[config.mk]
export PLATFORM = sky130hd
export DESIGN_NAME = quant_idx_packer
export DESIGN_NICKNAME = d
export VERILOG_FILES = /design/src/rtl/quant_idx_packer.sv
export SDC_FILE = /design/constraint.sdc
export NUM_CORES = 1
export LEC_CHECK = 0
export CAP_MARGIN = 15
export CORE_UTILIZATION = 30
export DETAILED_ROUTE_END_ITERATION = 10
export GPL_ROUTABILITY_DRIVEN = 0
export SYNTH_ARGS = -nofsm -noshare
export SYNTH_HDL_FRONTEND = slang
export SYNTH_SLANG_ARGS = --single-unit
[constraint.sdc]
create_clock -name clk_i -period 2.8 [get_ports clk_i]
set_input_delay 0.7 -clock clk_i [delete_from_list [all_inputs] [get_ports clk_i]]
set_output_delay 0.7 -clock clk_i [all_outputs]
set_load 0.005 [all_outputs]
[src/rtl/quant_idx_packer.sv]
// rtl/quant_idx_packer.sv - packs codebook indices LSB-first into dense output words
// Frames close on tlast with a zero-padded final word carrying its valid-bit count.
module quant_idx_packer #(
  parameter int IN_WIDTH  = 16,
  parameter int IDX_WIDTH = 10,
  parameter int OUT_WIDTH = 32
) (
  input  logic                               clk_i,
  input  logic                               arstn_i,
  input  logic [IN_WIDTH-1:0]                s_idx_tdata,
  input  logic                               s_idx_tvalid,
  input  logic                               s_idx_tlast,
  output logic                               s_idx_tready,
  output logic [OUT_WIDTH-1:0]               m_pack_tdata,
  output logic                               m_pack_tvalid,
  output logic                               m_pack_tlast,
  output logic [$clog2(OUT_WIDTH+1)-1:0]     m_pack_tbits,
  input  logic                               m_pack_tready
);

  localparam int ACC_W   = OUT_WIDTH + IDX_WIDTH - 1;
  localparam int FILL_W  = $clog2(OUT_WIDTH + IDX_WIDTH);
  localparam int TBITS_W = $clog2(OUT_WIDTH + 1);

  localparam logic [0:0] FILL  = 1'b0;
  localparam logic [0:0] FLUSH = 1'b1;

  logic [0:0]           state;
  logic [0:0]           state_nxt;
  logic [ACC_W-1:0]     acc;
  logic [ACC_W-1:0]     acc_nxt;
  logic [FILL_W-1:0]    fill;
  logic [FILL_W-1:0]    fill_nxt;

  logic [IDX_WIDTH-1:0] idx;
  logic [ACC_W-1:0]     merged;
  logic [FILL_W-1:0]    newfill;
  logic                 out_free;
  logic                 hs;

  logic                 load;
  logic [OUT_WIDTH-1:0] load_data;
  logic [TBITS_W-1:0]   load_bits;
  logic                 load_last;

  logic                 unused_hi;

  generate
    if (IN_WIDTH > IDX_WIDTH) begin : g_hi
      assign unused_hi = ^s_idx_tdata[IN_WIDTH-1:IDX_WIDTH];
    end else begin : g_no_hi
      assign unused_hi = 1'b0;
    end
  endgenerate

  assign idx          = s_idx_tdata[IDX_WIDTH-1:0];
  assign out_free     = !m_pack_tvalid || m_pack_tready;
  assign s_idx_tready = arstn_i && (state == FILL) && out_free;
  assign hs           = s_idx_tvalid && s_idx_tready;
  assign newfill      = fill + FILL_W'(IDX_WIDTH);
  // Bits of acc above fill are always zero, so OR-ing the index in is exact.
  assign merged       = acc | (ACC_W'(idx) << fill);

  always_comb begin
    load      = 1'b0;
    load_data = '0;
    load_bits = '0;
    load_last = 1'b0;
    acc_nxt   = acc;
    fill_nxt  = fill;
    state_nxt = state;

    if (hs) begin
      if (newfill >= FILL_W'(OUT_WIDTH)) begin
        load      = 1'b1;
        load_data = merged[OUT_WIDTH-1:0];
        load_bits = TBITS_W'(OUT_WIDTH);
        load_last = s_idx_tlast && (newfill == FILL_W'(OUT_WIDTH));
        acc_nxt   = merged >> OUT_WIDTH;
        fill_nxt  = newfill - FILL_W'(OUT_WIDTH);
        if (s_idx_tlast && (newfill != FILL_W'(OUT_WIDTH))) begin
          state_nxt = FLUSH;
        end
      end else if (s_idx_tlast) begin
        load      = 1'b1;
        load_data = merged[OUT_WIDTH-1:0];
        load_bits = TBITS_W'(newfill);
        load_last = 1'b1;
        acc_nxt   = '0;
        fill_nxt  = '0;
      end else begin
        acc_nxt  = merged;
        fill_nxt = newfill;
      end
    end else if ((state == FLUSH) && out_free) begin
      // Remainder is already zero above fill; emit it as the frame's last word.
      load      = 1'b1;
      load_data = acc[OUT_WIDTH-1:0];
      load_bits = TBITS_W'(fill);
      load_last = 1'b1;
      acc_nxt   = '0;
      fill_nxt  = '0;
      state_nxt = FILL;
    end
  end

  always_ff @(posedge clk_i or negedge arstn_i) begin
    if (!arstn_i) begin
      state <= FILL;
      acc   <= '0;
      fill  <= '0;
    end else begin
      state <= state_nxt;
      acc   <= acc_nxt;
      fill  <= fill_nxt;
    end
  end

  always_ff @(posedge clk_i or negedge arstn_i) begin
    if (!arstn_i) begin
      m_pack_tdata  <= '0;
      m_pack_tvalid <= 1'b0;
      m_pack_tlast  <= 1'b0;
      m_pack_tbits  <= '0;
    end else if (load) begin
      m_pack_tdata  <= load_data;
      m_pack_tvalid <= 1'b1;
      m_pack_tlast  <= load_last;
      m_pack_tbits  <= load_bits;
    end else if (m_pack_tready) begin
      m_pack_tvalid <= 1'b0;
    end
  end

endmodule

## Word-level counts from Yosys, hierarchy flattened

Index checks and enable logic that the tools add are counted.

| storage, ports and cells | value |
|---|---|
| register bits after elaboration | 88 |
| output and inout port bits | 41 |

| cells by class | value |
|---|---|
| add/sub/neg operators | 2 |
| $lt $le $gt $ge | 1 |
| equal/unequal tests | 4 |
| shifts and indexed selects | 1 |
| muxes and demuxes | 28 |
| bitwise logic cells | 2 |
| reduce and logical (&&, ||, !) cells | 11 |

Operator list:

| operator | count |
|---|---|
| 41-bit 2-to-1 mux | 4 |
| 32-bit 2-to-1 mux | 4 |
| 6-bit 2-to-1 mux | 8 |
| 41-bit OR | 1 |
| 10-bit by 6-bit << shifter with 41-bit output | 1 |
| 1-bit 2-to-1 mux | 12 |
| 6-bit by 4-bit adder with 6-bit output, second input constant | 1 |
| 6-bit == test, second input constant | 1 |
| 6-bit >= comparator, second input constant | 1 |
| 1-bit logical AND | 6 |
| 6-bit inequality test, second input constant | 1 |
| 6-bit subtractor, second input constant | 1 |
| 2-bit by 1-bit inequality test with 1-bit output, second input constant | 2 |
| 2-bit nonzero test | 2 |
| 3-bit AND reduction | 1 |
| 1-bit zero test | 1 |
| 1-bit logical OR | 1 |
| 1-bit inverter | 1 |

## Logic depth before layout (Yosys ltp)

| depth | value |
|---|---|
| word-level depth | 6 |
| mapped depth | 8 |
| gate-level depth less buffers | 6 |

## Worst setup path after synthesis

Ideal clock, no wire load.

| path | value |
|---|---|
| kind | input -> register |
| start point | in m_pack_tready |
| end point | reg m_pack_tbits[4] |
| arrival | 1840 ps |
| data required time | 2674 ps |
| slack | 834 ps |
| stages | 6 |
| buffers on the path | 1 |
| cell sequence | nor2b_1 -> nor3_4 -> o21a_2 -> nor2_4 -> buf_2 -> a221o_1 |

| on the way | value |
|---|---|
| longest elaborated chain between the ends | 4 |
| elaborated cells on any way between the ends | 8 |
| classes of those cells | mux (4); reduce/logical (4) |

Ends and longest elaborated chain:

| item | RTL line | source |
|---|---|---|
| from (decl) | 18 | `input logic m_pack_tready` |
| 1-bit logical OR * | 57 | `assign out_free = !m_pack_tvalid \|\| m_pack_tready;` |
| 1-bit logical AND, on equally long branches | 95, 58 |  |
| 6-bit 2-to-1 mux, or another cell as far along | 95 | `end else if ((state == FLUSH) && out_free) begin` |
| 6-bit 2-to-1 mux or 1-bit 2-to-1 mux (tied branches) | 73 | `if (hs) begin` |
| to (signal assigned) | 129 | `m_pack_tbits <= load_bits;` |
| to (decl) | 17 | `output logic [$clog2(OUT_WIDTH+1)-1:0] m_pack_tbits,` |

Every way passes the cells marked *; elsewhere a longest branch is shown, timed or not.
A chain may end at the register's enable or synchronous reset.

## Final worst setup path

| path | value |
|---|---|
| start point | in m_pack_tready |
| end point | out s_idx_tready |

| on the way | value |
|---|---|
| longest elaborated chain between the ends | 2 |

Ends and longest elaborated chain:

| item | RTL line | source |
|---|---|---|
| 1-bit logical OR | 57 |  |
| 1-bit logical AND | 58 | `assign s_idx_tready = arstn_i && (state == FILL) && out_free;` |
| to (decl) | 13 | `output logic s_idx_tready,` |

No other way between the ends.

==> summary.md <==
| Metric | Value |
|---|---|
| CTS buffer count | `9` |
| Logic pwr share | `0.356` |
| DR top layer | `met4` |
| Post-CTS setup repair buffer count | `0` |
| EDFF count, synth | `0` |
| Clock latency on the worst-skew pair | `0.35 ns` |
| Initial drt markers | `273` |
| Core area | `14500 um2` |
| Antenna-violating nets left | `0` |
| Most used cell along the critical path | `clkdlybuf4s50_1` |
| Max stage delay cell, worst path | `clkdlybuf4s50_1` |
| CTS tree | `built` |
| Final WL | `12.8 mm` |
| Clk root buf | `clkbuf_16` |
| Layout Nets | `527` |
| Max IR drop VDD | `0.382 mV` |
| DR WL met3 | `659 um` |
| CP Max Fanout | `2` |
| Synthesis-stage register bit count | `87` |
| Pin count of the biggest net entering global routing | `63` |
| Starting Density | `0.308` |
| Share of cells above drive strength 1 | `0.136` |
| Pre-antenna DRT Iters | `5` |
| Top delay family on crit path | `buffers and inverters` |
| Tmin final | `2.68 ns` |
| Syn Nets | `465` |
| HP Class | `input pin to asynchronous set/reset pin` |
| Reported max-cap violation count | `0` |
| Endpoints failing setup | `0` |
| Vias in the first global route | `3698` |
| Final Max Tran Viols | `0` |
| WHS | `0.375 ns` |
| Post-Syn Area | `4480 um2` |
| Synth Flop Type | `dfrtp_1` |
| CP Data Required Time | `2.10 ns` |
| Clk buf depth | `2` |
| Warnings from Yosys | `0` |
| Vias/cell | `5.51` |
| PD cells | `850 nW/um2` |
| Clock power share | `0.275` |
| H-tree depth | `3` |
| DIE AREA | `15400 um2` |
| CTS Hold Bufs | `0` |
| Hold Fails Final Rpt | `0` |
| DR WL met2 | `6.01 mm` |
| Wire length per cell | `18.5 um` |
| Static leakage | `0.00252 uW` |
| Clock transition at the registers of the reported paths | `0.06 ns` |
| Worst Setup Start Kind | `input pin` |
| Site Rows | `44` |
| Critical path start-end classification | `input pin to output pin` |
| Total negative slack | `0 ns` |
| Switching share of power | `0.322` |
| Status | `complete, no violations` |
| Post-Route M1 WL | `5.94 mm` |
| Total inserted antenna cells | `0` |
| Unique cell type count in the Yosys netlist | `62` |
| Tot GR Track Use | `0.178` |
| CP Capture Type | `output pin` |
| Finished Layout Cells | `693` |
| Gr ovfl total | `0` |
| Chip Width | `124 um` |
| Worst slew margin | `0.457` |
| P_sw | `1550 uW` |
| Clock skew | `0.00754 ns` |
| Critical path data arrival time | `1.98 ns` |
| # clock sinks | `87` |
| Vias post-DR | `3815` |
| Post-DP HPWL | `8.78 mm` |
| I/O Pins | `62` |
| Max incr delay on CP | `0.54 ns` |
| First-pass GRT wire length | `20.4 mm` |
| Port Buf Inserts | `55` |
| DRC | `0` |
| Cell Int Power | `3260 uW` |
| Unrepaired setup endpoints after global routing | `no` |
| Resized cells post-CTS | `0` |
| Seq/Total Area, Yosys | `0.486` |
| Die Ht | `124 um` |
| Ys async rst share | `1.00` |
| Worst Tran Pin Value | `0.814 ns` |
| Flop pwr share | `0.369` |
| Placed instance count | `678` |
| Fmax | `373 MHz` |
| Post-Syn Instances | `443` |
| Antenna violations before repair | `0` |
| CP Buf/Inv Count | `2` |
| Worst path cell trace | `clkdlybuf4s50_1 -> nor2b_1 -> nor3b_1 -> clkdlybuf4s50_1` |
| Final Util | `0.390` |
| Synth-to-Final Area Change | `26.5%` |
| Crit share post-route | `0.958` |
| Syn avg cell area | `10.1 um2` |
## worst reg2reg max path: cells and delay by family (launching register included)
kind | cells | cell delay, ns
buffers and inverters | 2 | 0.37
AND/OR/NAND/NOR | 1 | 0.06
XOR/XNOR | 1 | 0.35
flip-flops | 1 | 0.34
adder cells (fa/ha/maj) | 1 | 0.32
AO/OA/AOI/OAI | 3 | 0.71
## synth_stat cells (2+ instances only)
cell | number | area, um2
o21bai_1 | 6 | 45.0
and2_1 | 6 | 37.5
a21o_1 | 4 | 30.0
buf_6 | 2 | 22.5
inv_1 | 5 | 18.8
nor2_1 | 35 | 131
o21ai_0 | 13 | 65.1
a221oi_2 | 6 | 90.1
or2_2 | 2 | 12.5
nor3_1 | 15 | 75.1
a31o_2 | 2 | 17.5
nor3b_1 | 3 | 22.5
nand2b_1 | 6 | 37.5
buf_2 | 15 | 75.1
a22o_1 | 12 | 105
clkbuf_1 | 12 | 45.0
o211a_1 | 9 | 90.1
a221oi_1 | 9 | 78.8
o21ai_1 | 12 | 60.1
dfrtp_1 | 87 | 2180
nand3_1 | 8 | 40.0
mux2i_1 | 10 | 100
o22ai_1 | 6 | 37.5
nor2b_1 | 5 | 31.3
a221o_1 | 15 | 150
a211oi_1 | 2 | 15.0
xor2_1 | 2 | 17.5
buf_1 | 2 | 7.51
a22oi_1 | 2 | 15.0
o2bb2ai_1 | 6 | 52.6
mux2_4 | 2 | 30.0
o22a_1 | 6 | 52.6
and3_1 | 3 | 18.8
mux2_2 | 3 | 33.8
nand2_1 | 44 | 165
a21oi_1 | 32 | 160
a31oi_1 | 8 | 50.1
o21ai_2 | 2 | 17.5
## metal layers
| layer | up-vias | track usage |
|---|---|---|
| met2 | 106 | 0.274 |
| met5 | - | 0 |
| met1 | 1904 | 0.246 |
| li1 | 1786 | - |
| met3 | 19 | 0.0334 |
| met4 | 0 | 0.0685 |
## cell families (layout without fill, tap and decap cells)
logic type / Yosys count / count (layout) / share of synthesized area
mux: 16 / 16 / 0.0397
flops: 87 / 87 / 0.486
simple gates: 138 / 138 / 0.154
xor+xnor: 3 / 3 / 0.00587
fa+ha+maj: 1 / 1 / 0.00279
buf+inv: 37 / 103 / 0.0394
compound gates: 161 / 161 / 0.272
## placed cells by master, fill, tap and decap left out, types with 10 or more instances in the layout
cell,Yosys,routed
dfrtp_1,87,87
nand2_1,44,44
nor2_1,35,35
a221o_1,15,15
o21ai_1,12,12
a21oi_1,32,32
clkdlybuf4s50_1,0,54
nor3_1,15,15
o21ai_0,13,13
mux2i_1,10,10
buf_4,1,27
a22o_1,12,12
## power by group through the flow
stage	registers [uW]	clock network, uW	logic (uW)
floorplan	1750	0	939
global placement	1790	0	1690
detailed placement	1790	0	1700
CTS	1780	1360	1720
global route	1820	1410	1870
finish	1780	1320	1710
## flip-flops by register name, indices dropped and copies added, names as in the netlist
signal         cells
m_pack_tdata      32
acc               41
state              1
m_pack_tvalid      1
m_pack_tlast       1
fill               5
m_pack_tbits       6
## path summary, 6_finish.rpt
check | start | endpoint | slack, ns | depth (start not counted)
hold / removal | arstn_i | m_pack_tdata[2] | 0.38 | 2
setup / recovery | m_pack_tready | s_idx_tready | 0.12 | 4
hold reg to reg | acc[24] | m_pack_tdata[24] | 0.50 | 1
setup reg to reg | fill[2] | acc[3] | 0.53 | 8
min in group clk_i | acc[24] | m_pack_tdata[24] | 0.50 | 1
max in group asynchronous | arstn_i | m_pack_tdata[28] | 1.30 | 3
## per-stage QoR
step / setup WS [ns] / cell area [um2] / total power, uW
global placement: 0.145 / 5330 / 3480
CTS: 0.129 / 5660 / 4860
floorplan: 0.834 / 4480 / 2690
detailed placement: 0.145 / 5330 / 3500
global route: 0.0622 / 5660 / 5090
finish: 0.117 / 5660 / 4810
## final cells by class
| type | count | area (um2) |
|---|---|---|
| clock buffer | 11 | 253 |
| tap | 184 | 230 |
| timing repair buffer | 83 | 783 |
| inverter | 5 | 18.8 |
| fill | 1450 | 8870 |
| clock inverter | 4 | 77.6 |
| multi-input combinational | 319 | 2120 |
| sequential | 87 | 2180 |
Note: power is estimated with default switching activity, not from simulation.
